**config.mk**
```make
export PLATFORM = sky130hd
export DESIGN_NAME = fir_feeder
export DESIGN_NICKNAME = d
export VERILOG_FILES = /design/src/rtl/fir_feeder.sv
export SDC_FILE = /design/constraint.sdc
export NUM_CORES = 1
export LEC_CHECK = 0
export BUFFER_PORTS_ARGS = -buffer_cell sky130_fd_sc_hd__buf_2
export CORE_AREA = 2 2 105 107
export DETAILED_ROUTE_END_ITERATION = 8
export DIE_AREA = 0 0 107 109
export GPL_ROUTABILITY_DRIVEN = 0
export PLACE_DENSITY_LB_ADDON = 0.25
export SYNTH_ARGS = -nofsm -noshare
export SYNTH_HDL_FRONTEND = slang
export SYNTH_SLANG_ARGS = --single-unit
```
**constraint.sdc**
```tcl
create_clock -name clk -period 2.2 [get_ports clk]
set_clock_uncertainty 0.2 [all_clocks]
set_input_delay 0.22 -clock clk [delete_from_list [all_inputs] [get_ports clk]]
set_output_delay 0.22 -clock clk [all_outputs]
set_load 0.01 [all_outputs]
```
**src/rtl/fir_feeder.sv**
```systemverilog
`default_nettype none
// +----------------------------------------------------------------------------+
// | fir_feeder: sample FIFO + frame launcher for the nibble-serial FIR chain.  |
// | Rev 1.0                                                                    |
// +----------------------------------------------------------------------------+
module fir_feeder #(
  parameter int DEPTH  = 4,
  parameter int PERIOD = 4
) (
  input  logic                     clk,
  input  logic                     nReset,
  input  logic [7:0]               din_x,
  input  logic [15:0]              din_y,
  input  logic                     din_vld,
  output logic                     din_rdy,
  output logic                     Rdy,
  output logic [3:0]               Xout,
  output logic [3:0]               Yout,
  output logic [$clog2(DEPTH):0]   level
);

  localparam int AW = $clog2(DEPTH);
  localparam int GW = $clog2(PERIOD);
  localparam logic [GW-1:0] G_RELOAD = GW'(PERIOD - 1);
  localparam logic [AW:0]   FULL_LVL = (AW + 1)'(DEPTH);

  logic [23:0]   mem [DEPTH];
  logic [AW-1:0] wr_ptr;
  logic [AW-1:0] rd_ptr;
  logic [AW:0]   count;
  logic [GW-1:0] gap;
  logic [7:0]    x_sr;
  logic [15:0]   y_sr;
  logic [1:0]    nib;
  logic          active;

  logic          full;
  logic          empty;
  logic          push;
  logic          launch;
  logic [23:0]   head;

  assign full    = (count == FULL_LVL);
  assign empty   = (count == '0);
  assign push    = din_vld & ~full;
  assign launch  = (gap == '0) & ~empty;
  assign head    = mem[rd_ptr];

  assign din_rdy = ~full;
  assign Rdy     = launch;
  assign level   = count;

  always_ff @(posedge clk) begin
    if (push) begin
      mem[wr_ptr] <= {din_y, din_x};
    end
  end

  always_ff @(posedge clk or negedge nReset) begin
    if (!nReset) begin
      wr_ptr <= '0;
      rd_ptr <= '0;
      count  <= '0;
    end else begin
      if (push) begin
        wr_ptr <= wr_ptr + AW'(1);
      end
      if (launch) begin
        rd_ptr <= rd_ptr + AW'(1);
      end
      case ({push, launch})
        2'b10:   count <= count + (AW + 1)'(1);
        2'b01:   count <= count - (AW + 1)'(1);
        default: count <= count;
      endcase
    end
  end

  // Gap counter enforces the minimum spacing between launches.
  always_ff @(posedge clk or negedge nReset) begin
    if (!nReset) begin
      gap <= '0;
    end else if (launch) begin
      gap <= G_RELOAD;
    end else if (gap != '0) begin
      gap <= gap - GW'(1);
    end
  end

  // Nibble 0 is emitted straight from the FIFO head; the shift registers
  // hold the remaining nibbles, with zeros shifted in behind X.
  always_ff @(posedge clk or negedge nReset) begin
    if (!nReset) begin
      Xout   <= '0;
      Yout   <= '0;
      x_sr   <= '0;
      y_sr   <= '0;
      nib    <= '0;
      active <= 1'b0;
    end else if (launch) begin
      Xout   <= head[3:0];
      Yout   <= head[11:8];
      x_sr   <= {4'h0, head[7:4]};
      y_sr   <= {4'h0, head[23:12]};
      nib    <= 2'd1;
      active <= 1'b1;
    end else if (active) begin
      Xout   <= x_sr[3:0];
      Yout   <= y_sr[3:0];
      x_sr   <= x_sr >> 4;
      y_sr   <= y_sr >> 4;
      nib    <= nib + 2'd1;
      if (nib == 2'd3) begin
        active <= 1'b0;
      end
    end else begin
      Xout   <= '0;
      Yout   <= '0;
    end
  end

endmodule
`default_nettype wire

```
After elaboration in Yosys (flattened, before gate mapping):

Memory sizes are Yosys's and may differ from the RTL's.
Cells that the tools add are included.

* reduce and logical (&&, ||, !) cells: 6
* equality and inequality tests: 4
* $add $sub $neg: 6
* muxes and demuxes: 18
* bitwise gates (word level): 4

Operators by type and width (count)
* 2-to-1 mux 16 bit: 2
* 2-to-1 mux 4 bit: 4
* 2-to-1 mux 8 bit: 2
* 2-to-1 mux 2 bit: 4
* nonzero test 2 bit: 4
* adder 2 x 1 -> 2 bit, second input constant: 3
* case mux 3 bit (2 select lines): 1
* 2-to-1 mux 1 bit: 5
* == test 2 bit, second input constant: 2
* adder 3 x 1 -> 3 bit, second input constant: 1
* == test 3 bit, second input constant: 1
* zero test 3 bit: 1
* subtractor 3 x 1 -> 3 bit, second input constant: 1
* bitwise AND 1 bit: 2
* == test 2 x 1 -> 1 bit, second input constant: 1
* zero test 2 bit: 1
* inverter 1 bit: 2
* subtractor 2 x 1 -> 2 bit, second input constant: 1

* memory bits (writable): 96
* word-level logic and storage cells: 49
* register bits: 44
* memories kept: 1

Memory list
* mem: words 4, bits a word 24, rd ports 1, clocked after memory_dff 0, wr ports 1, RTL line 27 `logic [23:0] mem [DEPTH];`

Depth between registers and ports, before layout:

* word-level depth: 5
* mapped depth: 11
* gate-level depth less buffers: 9

Worst setup path before layout:

OpenSTA, ideal clock, no wires.

* path type: register to register
* start point: reg count[1], in the netlist level[1]
* end point: reg count[2], in the netlist level[2]
* arrival: 2074 ps
* buffers on the path: 0
* cell stages (with the launch flop): 10
* library setup time: 79 ps
* clock period less this slack: 2353 ps
* setup slack: -153 ps
* cells stage by stage: dfrtp_1 > or3b_4 > and2_4 > inv_1 > ha_1 > inv_1 > fa_1 > xor2_1 > nor2_1 > xor2_1

* longest elaborated chain between the ends: 5
* elaborated cells on any way between the ends: 12

RTL lines
* start: declaration: RTL line 30 `logic [AW:0] count;`
* start signal: assignment: RTL line 72 `2'b10: count <= count + (AW + 1)'(1);`
* start signal: assignment: RTL line 73 `2'b01: count <= count - (AW + 1)'(1);`
* start signal: assignment: RTL line 74 `default: count <= count;`
* == test 3 bit (*): RTL line 43 `assign full = (count == FULL_LVL);`
* inverter 1 bit (*)
* net din_rdy: RTL line 15 `output logic din_rdy,`
* bitwise AND 1 bit (*): RTL line 45 `assign push = din_vld & ~full;`
* == test 2 x 1 -> 1 bit or == test 2 bit (tied branches): RTL line 71 `case ({push, launch})`
* case mux 3 bit (2 select lines) or nonzero test 2 bit (tied branches)

The timed path passes the listed nets; every way through them passes the cells marked *.
A chain may end at the register's enable or synchronous reset.

Final worst setup path:

* start point: reg count[0], in the netlist level[0]
* end point: reg count[2], in the netlist level[2]

* longest elaborated chain between the ends: 5
* elaborated cells on any way between the ends: 12

RTL lines (RTL line)
* == test 3 bit or zero test 3 bit (tied branches): 43, 44
* inverter 1 bit, on equally long branches: 45, 46
* bitwise AND 1 bit, on equally long branches: 45, 46
* == test 2 x 1 -> 1 bit or == test 2 bit (tied branches): 71
* case mux 3 bit (2 select lines) or nonzero test 2 bit (tied branches)

Several ways; a longest one is shown, not always the timed one.

==> reports/results.ini <==
[grt]
use_met2_pct = 30.76
grtUsageTotal_pct = 18.37
met3_usage_pct = 5.439
grt_pass1_wl_microns = 15280
grt-ovfl-total = 0
grt_max_degree = 28
busiest_layer = met2
grt_pass1_vias = 2918
met1_usage_pct = 23.26
antenna_found_initial = 0

[routing]
antenna_left = 0
vias_per_cell = 5.187
vias = 2718
firstDrtPassIters = 4
drc = 0
drt-total-wl_microns = 9360
wl_per_cell_microns = 17.86
drtIter0Drc = 160

[timing]
timing.final.crit_period_ns = 2.195
relSlewSlack_pct = 50.50
hold_violations = 0
setup_tns_ns = 0
max_slew.worst_pin.slew_ns = 0.7400
finalMaxSlewViolations = 0
period_share_pct = 99.76
setup_violations = 0
fmax_ghz = 0.4556
rsz0062_at_grt = true
worst_slack_ns = 0.005212

[power]
power.total_mw = 8.882
irDropWorstVdd_uv = 570.9
power_density_nw_per_um2 = 1358
p_leak_nw = 2.538

[yosys]
syn_avg_cell_area_sq_um = 18.11
ys_seq_elements = 132
yosys_warnings = 0
syn-cell-area_sq_um = 5197
syn_nets = 322
synth_seq_area_share_pct = 72.80
synth.distinct_cells = 26
syn-instance-count = 287

[floorplanning]
die-area_sq_um = 11660
io_pins = 40
die_y_microns = 109
die_w_microns = 107
fp.coreArea_sq_um = 10600
num_rows = 38
start_util_pct = 49.02

[clock_tree]
htree_levels = 4
cts-buffers-inserted = 17
clk_pin_slew_ns = 0.06
clock_latency_ns = 0.51
root_buffer = clkbuf_8
clockBufferDepth = 2
cts.sinks = 132
cts_tree = done

[setup_path]
cp-end-kind = flop
r2r_setup_slack_ns = 0.005
start_kind = flop
worstPathRequired_ns = 2.44
worstPathArrival_ns = 2.43
worstSetupPathType = reg -> reg
worstPathMaxFanout = 2

[worst_hold_path]
hold_path.class = in -> async

[cells_and_area]
final_common_cell = edfxtp_1
area_growth_pct = 25.81
fin_util_pct = 61.67
drive_gt1_share_pct = 27.86
final_cell_mix = edfxtp_1 (96), buf_2 (39), nand2_1 (35)
fin_nets = 406
fillers = 782
antenna_cells = 0

[placement]
dp_hpwl_microns = 5120
place_ws_ns = 0.005812
portBuffers = 39

[job]
drv_cap = 0

[outcome]
status = complete, no violations

worst max-delay path: stages, from the launching register on:
cell,delay [ns]
dfrtp_2,0.40
or3b_4,0.40
and2_4,0.15
inv_2,0.06
ha_4,0.13
inv_2,0.04
fa_2,0.34
xor2_1,0.14
nor2_1,0.11
xor2_1,0.15
cells by family after synthesis:
kind of cell	synth area share, %
AOI/OAI and AO/OA	2.744
xor gates and xnor gates	1.180
adders and majority gates	2.070
buffers and inverters	2.335
DFF	72.80
muxes	14.06
and+or+nand+nor	4.815
metrics by stage:
step	cell area, sq um	cells	hold slack [ns]
finish	6539	524	0.05649
global route	6539	524	0.07936
CTS	6531	523	0.03441
detailed placement	5605	462	-0.02463
global placement	5605	462	-0.03081
floorplan	5218	287	-0.2756
cell type report:
class	count	area, sq um	share of cell area [%]
inverters	9	33.78	0.5166
well taps	140	175.2	2.679
repair buffers	80	658.1	10.07
multi-input cells	131	1315	20.11
clock inverters	15	156.4	2.392
flip-flops and latches	132	3786	57.90
clock buffers	17	414.1	6.334
flip-flops by register name, indices dropped and copies added (netlist names):
| signal | cells |
|---|---|
| Xout | 4 |
| level | 3 |
| nib | 2 |
| y_sr | 12 |
| active | 1 |
| Yout | 4 |
| x_sr | 4 |
| mem | 96 |
| gap | 2 |
| wr_ptr | 2 |
| rd_ptr | 2 |
Yosys cell counts, drive strengths merged:
cell type | instances | area, sq um
ha | 7 | 87.58
nor3 | 1 | 5.000
nand2 | 35 | 131.4
xor2 | 3 | 26.28
mux2i | 10 | 100.1
nand2b | 9 | 56.30
nor2 | 2 | 7.510
fa | 1 | 20.02
xnor2 | 4 | 35.03
o21ai | 25 | 125.1
clkbuf | 5 | 18.77
mux4 | 24 | 604.3
mux2 | 2 | 26.27
o31a | 1 | 10.01
inv | 9 | 33.78
edfxtp | 96 | 2883
dfrtp | 36 | 900.9
or3b | 1 | 11.26
a21o | 1 | 7.510
and3 | 4 | 30.03
buf | 10 | 68.81
and2 | 1 | 8.760
final timing paths:
kind / start / cells after the start / end
worst max-delay path: level[0] / 9 / level[2]
worst min-delay path: nReset / 3 / Yout[3]
worst max register to register: level[0] / 9 / level[2]
worst min register to register: active / 2 / Xout[0]
max in group asynchronous: nReset / 3 / level[1]
min in group clk: din_y[4] / 2 / mem[0][12]
timing repair:
| item | CTS | global route |
|---|---|---|
| pin swaps | 3 | 2 |
| setup endpoints to repair | 2 | 2 |
| endpoints found under the hold margin | 133 | 0 |
| hold buffers | 27 | 0 |
| buffers inserted | 0 | 1 |
| resized for setup | 4 | 0 |
| gates cloned | 2 | 0 |
power by group:
part           total [mW]  internal (mW)  switching, mW
registers            3.58           3.36          0.223
clock network        2.67           1.62           1.05
logic                2.63           1.32           1.32
per-layer routing:
| metal | wire (microns) | part of all wire, % |
|---|---|---|
| met3 | 370 | 4.0 |
| met5 | 0 | 0 |
| met2 | 4688 | 50 |
| met1 | 4185 | 45 |
| met4 | 114 | 1.2 |
Power figures use the tool's default switching activity.
